### src/rtl/fun_driver_if.sv
// fun_driver_if: bundle of the operand stream, the start/busy unit port and
// the result stream seen by fun_driver.
//
// Stream handshake: a transfer happens on every rising clock edge where
// valid and ready are both 1. A source keeps valid and its data stable
// until that edge; ready may change freely and never depends on a later
// transfer. The unit port uses start/busy: start is a one-cycle pulse,
// busy rises afterwards, and result is valid once busy has fallen.
//
// dbg_state exposes the driver FSM state (0 IDLE, 1 START, 2 ACK, 3 RUN).
interface fun_driver_if #(
  parameter int A_W = 8,
  parameter int B_W = 8,
  parameter int R_W = 11
);
  logic           in_valid;
  logic           in_ready;
  logic [A_W-1:0] in_a;
  logic [B_W-1:0] in_b;

  logic           unit_start;
  logic [A_W-1:0] unit_a;
  logic [B_W-1:0] unit_b;
  logic           unit_busy;
  logic [R_W-1:0] unit_result;

  logic           out_valid;
  logic           out_ready;
  logic [R_W-1:0] out_result;
  logic [A_W-1:0] out_a;
  logic [B_W-1:0] out_b;

  logic           idle;
  logic           err;
  logic [1:0]     dbg_state;

  // Driver side.
  modport master (
    input  in_valid, in_a, in_b, unit_busy, unit_result, out_ready,
    output in_ready, unit_start, unit_a, unit_b,
           out_valid, out_result, out_a, out_b, idle, err, dbg_state
  );

  // Environment side: stream source, compute unit and result consumer.
  modport slave (
    output in_valid, in_a, in_b, unit_busy, unit_result, out_ready,
    input  in_ready, unit_start, unit_a, unit_b,
           out_valid, out_result, out_a, out_b, idle, err, dbg_state
  );
endinterface

### src/rtl/fun_driver.sv
// fun_driver: feeds operand pairs from a small FIFO to a start/busy compute
// unit (fun: result = a * cbrt(b)) one job at a time, and returns each
// result with its operands on an output stream, in input order.
//
// Optional macro FUN_DRV_TIMEOUT_EN: when defined, a job that spends
// TIMEOUT cycles in ACK+RUN is dropped and the sticky err flag is set.
// When undefined, the FSM waits indefinitely and err is tied to 0.
module fun_driver #(
  parameter int DEPTH   = 4,
  parameter int A_W     = 8,
  parameter int B_W     = 8,
  parameter int R_W     = 11,
  parameter int TIMEOUT = 255
) (
  input  logic          clk,
  input  logic          rst,
  fun_driver_if.master  bus
);

  localparam int PTR_W = (DEPTH > 1) ? $clog2(DEPTH) : 1;

  typedef enum logic [1:0] {
    S_IDLE  = 2'd0,
    S_START = 2'd1,
    S_ACK   = 2'd2,
    S_RUN   = 2'd3
  } state_t;

  state_t state;

  // Operand FIFO.
  logic [A_W-1:0]   mem_a [DEPTH];
  logic [B_W-1:0]   mem_b [DEPTH];
  logic [PTR_W-1:0] wr_ptr;
  logic [PTR_W-1:0] rd_ptr;
  logic [PTR_W:0]   count;
  logic             fifo_empty;
  logic             fifo_full;
  logic             push;
  logic             pop;

  // Operands held for the unit and the output slot.
  logic [A_W-1:0] op_a;
  logic [B_W-1:0] op_b;
  logic           out_valid_q;
  logic [R_W-1:0] out_result_q;
  logic [A_W-1:0] out_a_q;
  logic [B_W-1:0] out_b_q;

  logic capture;
  logic abort;

  assign fifo_empty = (count == '0);
  assign fifo_full  = (count == (PTR_W+1)'(DEPTH));

  // No bypass: a push while full is simply not accepted.
  assign push = bus.in_valid && !fifo_full;

  // Issue only when the slot is free or being freed on this same edge, so a
  // capture can never overwrite an unread result.
  assign pop = (state == S_IDLE) && !fifo_empty &&
               (!out_valid_q || bus.out_ready);

  // The unit has finished once busy is seen low after it was seen high.
  assign capture = (state == S_RUN) && !bus.unit_busy;

`ifdef FUN_DRV_TIMEOUT_EN
  localparam int TO_W = (TIMEOUT > 255) ? $clog2(TIMEOUT + 1) : 8;

  logic [TO_W-1:0] tmo_cnt;
  logic            err_q;

  // A finishing job in RUN takes priority over the timeout on the same edge.
  assign abort = ((state == S_ACK) || (state == S_RUN)) &&
                 (tmo_cnt == TO_W'(TIMEOUT - 1)) && !capture;

  // Cycle counter: cleared on the way into ACK, counts every ACK/RUN cycle.
  always_ff @(posedge clk) begin
    if (rst) begin
      tmo_cnt <= '0;
    end else if (state == S_START) begin
      tmo_cnt <= '0;
    end else if ((state == S_ACK) || (state == S_RUN)) begin
      tmo_cnt <= tmo_cnt + 1'b1;
    end
  end

  // Sticky error flag, cleared only by reset.
  always_ff @(posedge clk) begin
    if (rst) begin
      err_q <= 1'b0;
    end else if (abort) begin
      err_q <= 1'b1;
    end
  end

  assign bus.err = err_q;
`else
  logic unused_cfg;

  assign abort      = 1'b0;
  assign bus.err    = 1'b0;
  assign unused_cfg = ^TIMEOUT;
`endif

  // FIFO storage write; contents need no reset since count gates reads.
  always_ff @(posedge clk) begin
    if (push) begin
      mem_a[wr_ptr] <= bus.in_a;
      mem_b[wr_ptr] <= bus.in_b;
    end
  end

  // FIFO pointers and occupancy; pointers wrap modulo DEPTH.
  always_ff @(posedge clk) begin
    if (rst) begin
      wr_ptr <= '0;
      rd_ptr <= '0;
      count  <= '0;
    end else begin
      if (push) begin
        wr_ptr <= (wr_ptr == PTR_W'(DEPTH - 1)) ? '0 : wr_ptr + 1'b1;
      end
      if (pop) begin
        rd_ptr <= (rd_ptr == PTR_W'(DEPTH - 1)) ? '0 : rd_ptr + 1'b1;
      end
      case ({push, pop})
        2'b10:   count <= count + 1'b1;
        2'b01:   count <= count - 1'b1;
        default: count <= count;
      endcase
    end
  end

  // Job sequencer: pop, pulse start, wait for busy high, then for busy low.
  always_ff @(posedge clk) begin
    if (rst) begin
      state <= S_IDLE;
      op_a  <= '0;
      op_b  <= '0;
    end else begin
      case (state)
        S_IDLE: begin
          if (pop) begin
            op_a  <= mem_a[rd_ptr];
            op_b  <= mem_b[rd_ptr];
            state <= S_START;
          end
        end
        S_START: begin
          state <= S_ACK;
        end
        S_ACK: begin
          if (abort) begin
            state <= S_IDLE;
          end else if (bus.unit_busy) begin
            state <= S_RUN;
          end
        end
        S_RUN: begin
          if (capture || abort) begin
            state <= S_IDLE;
          end
        end
        default: begin
          state <= S_IDLE;
        end
      endcase
    end
  end

  // Output slot: a capture wins over a same-edge read by the consumer.
  always_ff @(posedge clk) begin
    if (rst) begin
      out_valid_q  <= 1'b0;
      out_result_q <= '0;
      out_a_q      <= '0;
      out_b_q      <= '0;
    end else if (capture) begin
      out_valid_q  <= 1'b1;
      out_result_q <= bus.unit_result;
      out_a_q      <= op_a;
      out_b_q      <= op_b;
    end else if (out_valid_q && bus.out_ready) begin
      out_valid_q  <= 1'b0;
    end
  end

  assign bus.in_ready   = !fifo_full;
  assign bus.unit_start = (state == S_START);
  assign bus.unit_a     = op_a;
  assign bus.unit_b     = op_b;
  assign bus.out_valid  = out_valid_q;
  assign bus.out_result = out_result_q;
  assign bus.out_a      = out_a_q;
  assign bus.out_b      = out_b_q;
  assign bus.idle       = (state == S_IDLE) && fifo_empty && !out_valid_q;
  assign bus.dbg_state  = state;

endmodule
### src/flat_wrapper.sv
// flat-port wrapper written by rule: the top's interface ports become plain ports
module fun_driver_flat 
#(
  parameter int DEPTH   = 4,
  parameter int A_W     = 8,
  parameter int B_W     = 8,
  parameter int R_W     = 11,
  parameter int TIMEOUT = 255
)
  (clk, rst, bus_in_valid, bus_in_a, bus_in_b, bus_unit_busy, bus_unit_result, bus_out_ready, bus_in_ready, bus_unit_start, bus_unit_a, bus_unit_b, bus_out_valid, bus_out_result, bus_out_a, bus_out_b, bus_idle, bus_err, bus_dbg_state);
  fun_driver_if #(.A_W(A_W), .B_W(B_W), .R_W(R_W)) bus_i ();
  input  logic clk;
  input  logic rst;
  input wire logic [$bits(bus_i.in_valid)-1:0] bus_in_valid;
  input wire logic [$bits(bus_i.in_a)-1:0] bus_in_a;
  input wire logic [$bits(bus_i.in_b)-1:0] bus_in_b;
  input wire logic [$bits(bus_i.unit_busy)-1:0] bus_unit_busy;
  input wire logic [$bits(bus_i.unit_result)-1:0] bus_unit_result;
  input wire logic [$bits(bus_i.out_ready)-1:0] bus_out_ready;
  output wire logic [$bits(bus_i.in_ready)-1:0] bus_in_ready;
  output wire logic [$bits(bus_i.unit_start)-1:0] bus_unit_start;
  output wire logic [$bits(bus_i.unit_a)-1:0] bus_unit_a;
  output wire logic [$bits(bus_i.unit_b)-1:0] bus_unit_b;
  output wire logic [$bits(bus_i.out_valid)-1:0] bus_out_valid;
  output wire logic [$bits(bus_i.out_result)-1:0] bus_out_result;
  output wire logic [$bits(bus_i.out_a)-1:0] bus_out_a;
  output wire logic [$bits(bus_i.out_b)-1:0] bus_out_b;
  output wire logic [$bits(bus_i.idle)-1:0] bus_idle;
  output wire logic [$bits(bus_i.err)-1:0] bus_err;
  output wire logic [$bits(bus_i.dbg_state)-1:0] bus_dbg_state;
  assign bus_i.in_valid = bus_in_valid;
  assign bus_i.in_a = bus_in_a;
  assign bus_i.in_b = bus_in_b;
  assign bus_i.unit_busy = bus_unit_busy;
  assign bus_i.unit_result = bus_unit_result;
  assign bus_i.out_ready = bus_out_ready;
  assign bus_in_ready = bus_i.in_ready;
  assign bus_unit_start = bus_i.unit_start;
  assign bus_unit_a = bus_i.unit_a;
  assign bus_unit_b = bus_i.unit_b;
  assign bus_out_valid = bus_i.out_valid;
  assign bus_out_result = bus_i.out_result;
  assign bus_out_a = bus_i.out_a;
  assign bus_out_b = bus_i.out_b;
  assign bus_idle = bus_i.idle;
  assign bus_err = bus_i.err;
  assign bus_dbg_state = bus_i.dbg_state;
  fun_driver #(.DEPTH(DEPTH), .A_W(A_W), .B_W(B_W), .R_W(R_W), .TIMEOUT(TIMEOUT)) u_core (.clk(clk), .rst(rst), .bus(bus_i));
endmodule
### config.mk
export PLATFORM = sky130hd
export DESIGN_NAME = fun_driver_flat
export DESIGN_NICKNAME = d
export VERILOG_FILES = /design/src/rtl/fun_driver_if.sv /design/src/rtl/fun_driver.sv /design/src/flat_wrapper.sv
export SDC_FILE = /design/constraint.sdc
export NUM_CORES = 1
export LEC_CHECK = 0
export ABC_AREA = 1
export BUFFER_PORTS_ARGS = -buffer_cell sky130_fd_sc_hd__buf_2
export CAP_MARGIN = 30
export CORE_MARGIN = 2
export CORE_UTILIZATION = 45
export CTS_CLUSTER_SIZE = 16
export DETAILED_ROUTE_END_ITERATION = 8
export PLACE_DENSITY = 0.66
export SYNTH_ARGS = -nofsm -noshare
export SYNTH_HDL_FRONTEND = slang
export SYNTH_SLANG_ARGS = --single-unit
### constraint.sdc
create_clock -name clk -period 2.3 [get_ports clk]
set_input_delay 0.23 -clock clk [delete_from_list [all_inputs] [get_ports clk]]
set_output_delay 0.23 -clock clk [all_outputs]
set_load 0.01 [all_outputs]
==> flow_summary.ini <==
[setup_path]
rr_endpoint = u_core.count[2]$_SDFFE_PP0P_
ff2ff_path_depth = 14
worstSetupStartpointType = register
crit_arrival_ps = 2540
path_class = register to register
r2r_start = u_core.bus.dbg_state[0]$_SDFFE_PP0P_
worst_setup_path_end_kind = register
worstPathRequired_ps = 2750
crit_fanout = 5
regToRegSetupSlack_ps = 200
critPathLaunch = u_core.bus.dbg_state[0]$_SDFFE_PP0P_

[logic_synthesis]
synth-async-reset-ratio = 0
synth_top_family_by_area = simple AND/OR/NAND/NOR gates
ys_ff_latch = 117
syn_nets = 511
ys_types = 24
yosysMostFrequentCell = nor2_1
synth.largest_area_cell = edfxtp_1
synth.avg_cell_area_um2 = 9.93
netlist_instances = 467
muxShareOfSynthArea = 0
synth_top_cells_by_count = nor2_1, edfxtp_1, o21ai_0
yosys.area_share.simple = 0.163
ys.flop_type = edfxtp_1
ys_top_cells_by_area = edfxtp_1, dfxtp_1, nor2_1
synth_xor_area_frac = 0
ys_seq_area_frac = 0.643
synth_compound_gate_area_share = 0.101
synth_warnings = 0
yosys.area.top_type_share = 0.414
synth_area_mm2 = 0.00464
synth_fa_ha_area_frac = 0.0340
synth_edf_count = 64

[route]
vias = 3465
drc_errors = 0
postRouteAntennaNets = 0
drt_iter0_drc = 230
vias_per_cell = 4.75
drt_wl_total_mm = 9.37
dr.pass1.iters = 4
wl_per_cell_um = 12.9

[finish]
drive_gt1_frac = 0.219
area_growth_pct = 28.2
num_antenna_cells = 0
post-route-util = 0.584
nets = 625

[power]
ir_worst_vdd_uv = 493
p_leak_nw = 2.51
powerDensity_mw_per_mm2 = 1190

[grt]
grt_overflow = 0
grt_pass1_wl_mm = 15.3
first_global_vias = 3170
grt_start_max_net_pins = 52
groute.usage.overall = 0.176
antenna_found_initial = 0

[clock_network]
clk_path_buf_depth = 2
cts.clk_slew.worst_paths_ps = 60
clockRootBuffer = clkbuf_8
clk_latency_ps = 510
cts_setup_buffers = 0
cts_buffers = 17
cts_tree = built
cts_sinks = 117
ctsHtreeMaxLevel = 4

[min_path]
worstHoldStart = bus_in_valid
hold-path-endpoint = u_core.wr_ptr[0]$_SDFFE_PP0P_
hold_path.class = input port to register
worstHoldPathCells = 3

[sta]
maxSlewHeadroom = 0.665
rsz0062_at_grt = no
hold_violations = 0
holdWs_ps = 68.5
worst_pin_slew_ps = 502
setup_violations = 0
period_needed_ps = 2100
maxSlewViolCount = 0
fin_skew_ps = 6.70
max_freq_ghz = 0.477
fin_tns_setup_ps = 0
fin_crit_sh = 0.912

[floorplan]
die-height_um = 106
dieArea_mm2 = 0.0111
start_util = 0.455
core_area_mm2 = 0.0102
num_rows = 37
ioPinCount = 82
die_w_um = 106

[placed_design]
dpl.hpwl_mm = 5.76
gp_congestion = 0.764
place.port_buffers = 80

[outcome]
status = finished, final reports clean

[flow_run]
drv_cap = 0
report_power, final:
group          total (W)  switching [W]  internal [W]
clock network    0.00238       0.000946       0.00143
logic            0.00196        0.00127      0.000691
registers        0.00272       0.000181       0.00254
total            0.00706        0.00240       0.00467
metrics by stage:
step	setup WS [ps]	instance area (um^2)	cells	power (W)
global route	9.48	5940	729	0.00750
global placement	294	5110	669	0.00463
floorplan	171	4640	467	0.00421
CTS	184	5940	729	0.00711
finish	203	5940	729	0.00706
detailed placement	188	5110	669	0.00469
cell families (layout without fill, tap and decap cells):
family	Yosys count	after routing
buffers and inverters	48	174
adder cells (fa/ha/maj)	12	12
AO/OA/AOI/OAI	93	93
flip-flops	117	117
other	1	1
AND/OR/NAND/NOR	196	196
cells in the final DEF, fill, tap and decap left out:
| cell type | netlist | layout |
|---|---|---|
| nor2_1 | 163 | 163 |
| buf_2 | 3 | 80 |
| edfxtp_1 | 64 | 64 |
| o21ai_0 | 58 | 58 |
| dfxtp_1 | 53 | 53 |
| dlygate4sd3_1 | 0 | 29 |
| nand2_1 | 25 | 25 |
| o21ai_1 | 24 | 24 |
| inv_1 | 20 | 20 |
| clkbuf_16 | 0 | 16 |
| ha_1 | 11 | 11 |
| a21oi_1 | 10 | 10 |
| buf_4 | 7 | 10 |
| clkinvlp_4 | 0 | 5 |
| inv_6 | 0 | 4 |
| nand2_2 | 2 | 2 |
| inv_4 | 2 | 2 |
| nor3_1 | 2 | 2 |
| inv_2 | 2 | 2 |
| nand3_1 | 2 | 2 |
| clkinv_2 | 0 | 2 |
| clkinv_4 | 0 | 2 |
| a21oi_2 | 1 | 1 |
| nor2_2 | 1 | 1 |
| nand2_4 | 1 | 1 |
| fa_1 | 1 | 1 |
| conb_1 | 1 | 1 |
| clkbuf_8 | 0 | 1 |
| bufinv_16 | 0 | 1 |
final cells by class:
class	instances	area, um^2
Fill cell	897	4240
Sequential cell	117	2980
Multi-Input combinational cell	302	1390
Timing Repair Buffer	119	766
Clock buffer	17	414
Tap cell	136	170
Clock inverter	14	130
Inverter	24	95.1
registers in the layout, indices dropped and copies added, names as in the netlist:
register / count
u_core.mem_a: 32
u_core.mem_b: 32
u_core.bus.out_result: 11
u_core.bus.out_a: 8
u_core.bus.out_b: 8
u_core.bus.unit_a: 8
u_core.bus.unit_b: 8
u_core.count: 3
u_core.bus.dbg_state: 2
u_core.rd_ptr: 2
u_core.wr_ptr: 2
u_core.bus.out_valid: 1
critical path, cell delays in order (launching register included):
cell and delay, ps:
dfxtp_1 350, inv_1 120, ha_1 180, inv_1 80, a21oi_2 140, nand2_4 70, inv_4 50, ha_1 130
inv_1 70, fa_1 380, a21oi_1 140, o21ai_0 110, nand2_1 70, nand2_1 40, nor2_1 90
routing by layer:
metal  share of wire  global-route usage  wire length (um)  up-vias
li1                -                   -                 -     1773
met1            0.46               0.230              4350     1571
met2            0.45               0.276              4260      108
met3           0.066              0.0501               619       13
met4           0.015              0.0780               142        0
met5               0                   0                 0        -
how the worst max path moves through the flow:
stage,depth (start not counted),end
CTS,14,u_core.count[2]$_SDFFE_PP0P_
global route,14,u_core.count[2]$_SDFFE_PP0P_
finish,14,u_core.count[2]$_SDFFE_PP0P_
floorplan,14,u_core.count[2]$_SDFFE_PP0P_
global placement,13,u_core.count[2]$_SDFFE_PP0P_
detailed placement,14,u_core.count[2]$_SDFFE_PP0P_
what timing repair did:
action	4_1_cts	5_1_grt
hold endpoints to repair	77	0
setup endpoints to repair	0	0
hold buffers	29	0
gates resized for setup	0	0
(Power assumes the default switching activity.)
